File: config.mk
export PLATFORM = sky130hd
export DESIGN_NAME = dl_reg_arst
export DESIGN_NICKNAME = d
export VERILOG_FILES = /design/src/rtl/dl_pkg.sv /design/src/rtl/dl_dff_arst.sv /design/src/rtl/dl_reg_arst.sv
export SDC_FILE = /design/constraint.sdc
export NUM_CORES = 1
export LEC_CHECK = 0
export CAP_MARGIN = 15
export CORE_MARGIN = 1
export CORE_UTILIZATION = 35
export DETAILED_ROUTE_END_ITERATION = 6
export DONT_BUFFER_PORTS = 1
export SKIP_CTS_REPAIR_TIMING = 1
export SLEW_MARGIN = 40
export SYNTH_ARGS = -nofsm -noshare
export SYNTH_HDL_FRONTEND = slang
export SYNTH_SLANG_ARGS = --single-unit
File: constraint.sdc
create_clock -name clk -period 0.9 [get_ports clk]
set_clock_uncertainty 0.1 [all_clocks]
set_input_delay 0.225 -clock clk [delete_from_list [all_inputs] [get_ports clk]]
set_output_delay 0.225 -clock clk [all_outputs]
set_load 0.01 [all_outputs]
File: src/rtl/dl_pkg.sv
// Shared constants and types for the design-library storage primitives.
package dl_pkg;

   localparam int unsigned DL_DATA_W = 32;

   typedef logic [DL_DATA_W-1:0] dl_word_t;

   localparam dl_word_t DL_RST_VAL_DEFAULT = '0;

endpackage

File: src/rtl/dl_dff_arst.sv
// Single-bit D flop with asynchronous active-low reset to a fixed value.
module dl_dff_arst #(
   parameter logic RST_VAL = 1'b0
) (
   input  logic clk,
   input  logic rst_n,
   input  logic d,
   output logic q
);

   always_ff @(posedge clk or negedge rst_n) begin
      if (!rst_n) begin
         q <= RST_VAL;
      end else begin
         q <= d;
      end
   end

endmodule

File: src/rtl/dl_reg_arst.sv
// NUM_BITS-wide D register with async active-low reset to RST_VAL.
// Define DL_REG_ARST_ASSERT_EN to compile in the embedded SVA checks.
module dl_reg_arst
   import dl_pkg::*;
#(
   parameter int unsigned          NUM_BITS = DL_DATA_W,
   parameter logic [NUM_BITS-1:0] RST_VAL  = NUM_BITS'(DL_RST_VAL_DEFAULT)
) (
   input  logic                clk,
   input  logic                rst_n,
   input  logic [NUM_BITS-1:0] d,
   output logic [NUM_BITS-1:0] q
);

   // Each bit is an independent flop so per-bit reset values map directly.
   for (genvar i = 0; i < NUM_BITS; i++) begin : g_bit
      dl_dff_arst #(
         .RST_VAL (RST_VAL[i])
      ) u_dff (
         .clk   (clk),
         .rst_n (rst_n),
         .d     (d[i]),
         .q     (q[i])
      );
   end

`ifdef DL_REG_ARST_ASSERT_EN
   if (NUM_BITS < 1) begin : g_bad_width
      $error("%m: NUM_BITS must be at least 1");
   end

   a_rst_val: assert property (@(posedge clk) !rst_n |-> (q == RST_VAL))
      else $error("%m: q differs from RST_VAL while in reset at %0t", $time);

   a_capture: assert property (@(posedge clk) disable iff (!rst_n)
                               (rst_n && $past(rst_n)) |-> (q == $past(d)))
      else $error("%m: q does not match d from the previous edge at %0t", $time);

   a_d_known: assert property (@(posedge clk) rst_n |-> !$isunknown(d))
      else $error("%m: d is X/Z on a clock edge out of reset at %0t", $time);
`endif

endmodule

==> reports/summary.md <==
The run finished, with violations left. The final reports fail on hold timing, setup timing. In the detailed route, the total length drawn on met2 is 743 um. TritonCTS created 5 clock buffers. Dividing the detail-routed via count by the number of cells gives 4.196. IR analysis of the VDD net gives a maximum drop of 0.001262 V. Before antenna repair, the detailed router went through 2 iterations. The number of cells on the critical path is 0, and the share of synthesized registers carrying an async set or reset is 1.000. For the leakage dissipation, the log shows 0.5336 nW. The total global-route track usage was 0.08061; the synthesized cell area was 1041 um^2. The mean instance size in the synthesized netlist is 16.27 um^2. Summed over all layers, the global routing overflow is 0.

Data on the critical path is required at its endpoint by 0.57 ns. Setup repair after global routing could not meet its margin everywhere. Register with the most flip-flops: g_bit.u_dff.q. The tools report the final-report max-slew violation count as 0.

The detailed router put a total of 477 um of wire on met1. The count of unique library cells instantiated by Yosys was 2. The number of inserted diodes is 0. Setup-violating endpoint count in the final report: 32. The CTS clock-pin slew for the worst setup and hold paths works out to 0.09 ns. Yosys attributes the largest share of cell area to sky130_fd_sc_hd__dfrtp_1 77%, sky130_fd_sc_hd__buf_4 23%.

In this run the power density over the cells is 1979 nW/um^2. The violation count after the first detailed-routing iteration was 4; the detailed route wirelength on metal3 was 176 um. The tools report the headroom to the max-slew limit as 0.9114. The top cell type's share of synthesized area is 0.7692, and the I/O pin count is 66. The number of nets in the final layout is 105, and the initial antenna violation count is 0. The post-layout minimum cycle time was 1.063 ns. The portion of the post-synthesis area used by sequential elements is 0.7692, and the area of the multi-input gates is 0 um^2.

In this run the tool buffered the top-level ports with 0 buffer cells. The flip-flop count of the largest register after layout was 32. TritonCTS built the clock tree.

At the pin with the least slew margin, the transition time is 0.1330 ns. The fraction of final layout cells with drive strength greater than 1 was 0.09859. The filler-free cell count of the finished design was 102; the number of enable-type register cells in the synthesized netlist was 0. After detailed routing, the average wire length per cell comes to 13.84 um. For the die outline area, the log shows 3196 um^2. The run gives 0 as the count of multi-input combinational gates. The count of nets left with antenna violations once routing finished came out at 0.

In this run the top signal layer used is met4. The run gives 0 as the Yosys warning count. The global-route wire length before repair was 1.725 mm. In the final layout, the registers with the most flip-flops are g_bit.u_dff.q: 32 flops.

Type of the most critical hold path: in -> async. The number of global-route vias before repair is 351. The congestion estimate from routability-driven global placement came to 0.5452. The synthesized design contains 32 register bits. The clock tree synthesis step divided the H-tree into 2 levels. The endpoint class of the critical path was an output pin. The initialized floorplan defines 19 standard-cell rows. The ratio of final minimum period to clock period was 1.181; the signed area change from the synthesized netlist to the final layout was 16.23%.

The total routed wirelength is 1.412 mm, and the maximum fanout count along the critical path is 1. The run gives 63 as the placed instance count. Across the run, the number of max-cap violations was 0. By count the netlist is led by 32 x sky130_fd_sc_hd__buf_4, 32 x sky130_fd_sc_hd__dfrtp_1. The run gives -0.1632 ns as the smallest setup slack after layout. The root buffer cell was sky130_fd_sc_hd__clkbuf_4. The die is 56.54 um wide. Summed over all instances, the cell type with the most area after synthesis is sky130_fd_sc_hd__dfrtp_1. Critical path launch point type: a flip-flop.

Synthesis handed over a netlist of 64 instances. The tools report the maximum clock frequency as 940.6 MHz. The most common flop cell mapped by yosys was sky130_fd_sc_hd__dfrtp_1.

For this run, design rule violations remaining after detail routing come to 0. The tools report the arrival time at the worst endpoint as 0.74 ns. The worst setup path is of the reg -> out kind. No sink is reached through more buffers than the 2 on the longest clock path.

The tools report the detailed-route via count as 428. The final hold violation count came out at 32. The final hold slack was -0.5084 ns. The area inside the core boundary was 2781 um^2; the maximum number of pins on one net before global-route repair was 33.

Clock tree synthesis found a total of 32 sinks. The number of nets in the synthesized netlist is 98. The launch point of the critical path is g_bit[13].u_dff.q. In this run the vertical extent of the chip is 56.54 um. The initial core utilization is 0.3743.
[where the power goes]
| group | total, mW | internal (mW) | switching, mW |
|---|---|---|---|
| Sequential | 1.58 | 1.51 | 0.0674 |
| Combinational | 0.109 | 0.0917 | 0.0177 |
| Clock | 0.707 | 0.284 | 0.423 |
| Total | 2.39 | 1.89 | 0.508 |
[per-layer routing]
metal,up-vias,GRT usage
met5,-,0
met4,0,0.07317
met3,3,0.06221
met2,40,0.09916
met1,211,0.08615
li1,174,-
[how the worst max path moves through the flow]
stage / to / slack [ns]
2_1_floorplan: q[0] / 0.11
3_3_place_gp: q[17] / 0.18
3_5_place_dp: q[13] / 0.18
4_1_cts: q[13] / -0.19
5_1_grt: q[13] / -0.20
6_report: q[13] / -0.16
[placed cells by master (no fill, tap or decap)]
cell type and instances:
sky130_fd_sc_hd__dlygate4sd3_1 32, sky130_fd_sc_hd__dfrtp_1 32, sky130_fd_sc_hd__clkinv_2 1, sky130_fd_sc_hd__clkinvlp_4 1, sky130_fd_sc_hd__clkbuf_4 5
[cell type report]
type	count	area (um^2)
fillers	249	1572
well taps	31	38.79
clock inverters	2	12.51
repair buffers	32	320.3
clock buffers	5	37.54
flip-flops and latches	32	800.8
[stage by stage]
| step | setup WS [ns] | cell area [um^2] | TNS, ns | util | total power, mW |
|---|---|---|---|---|---|
| global placement | 0.1822 | 839.6 | 0 | 0.3018 | 1.609 |
| global route | -0.1983 | 1210 | -6.001 | 0.4350 | 2.511 |
| floorplan | 0.1082 | 1041 | 0 | - | 1.697 |
| CTS | -0.1913 | 889.6 | -5.575 | 0.3198 | 2.337 |
| detailed placement | 0.1786 | 839.6 | 0 | 0.3018 | 1.607 |
| finish | -0.1632 | 1210 | -4.754 | 0.4350 | 2.394 |
[kinds of logic (layout without fill, tap and decap cells)]
family,Yosys count,after routing,synth area share
buffers and inverters,32,39,0.2308
flip-flops,32,32,0.7692
No activity file was read; power rests on OpenSTA's default activity.
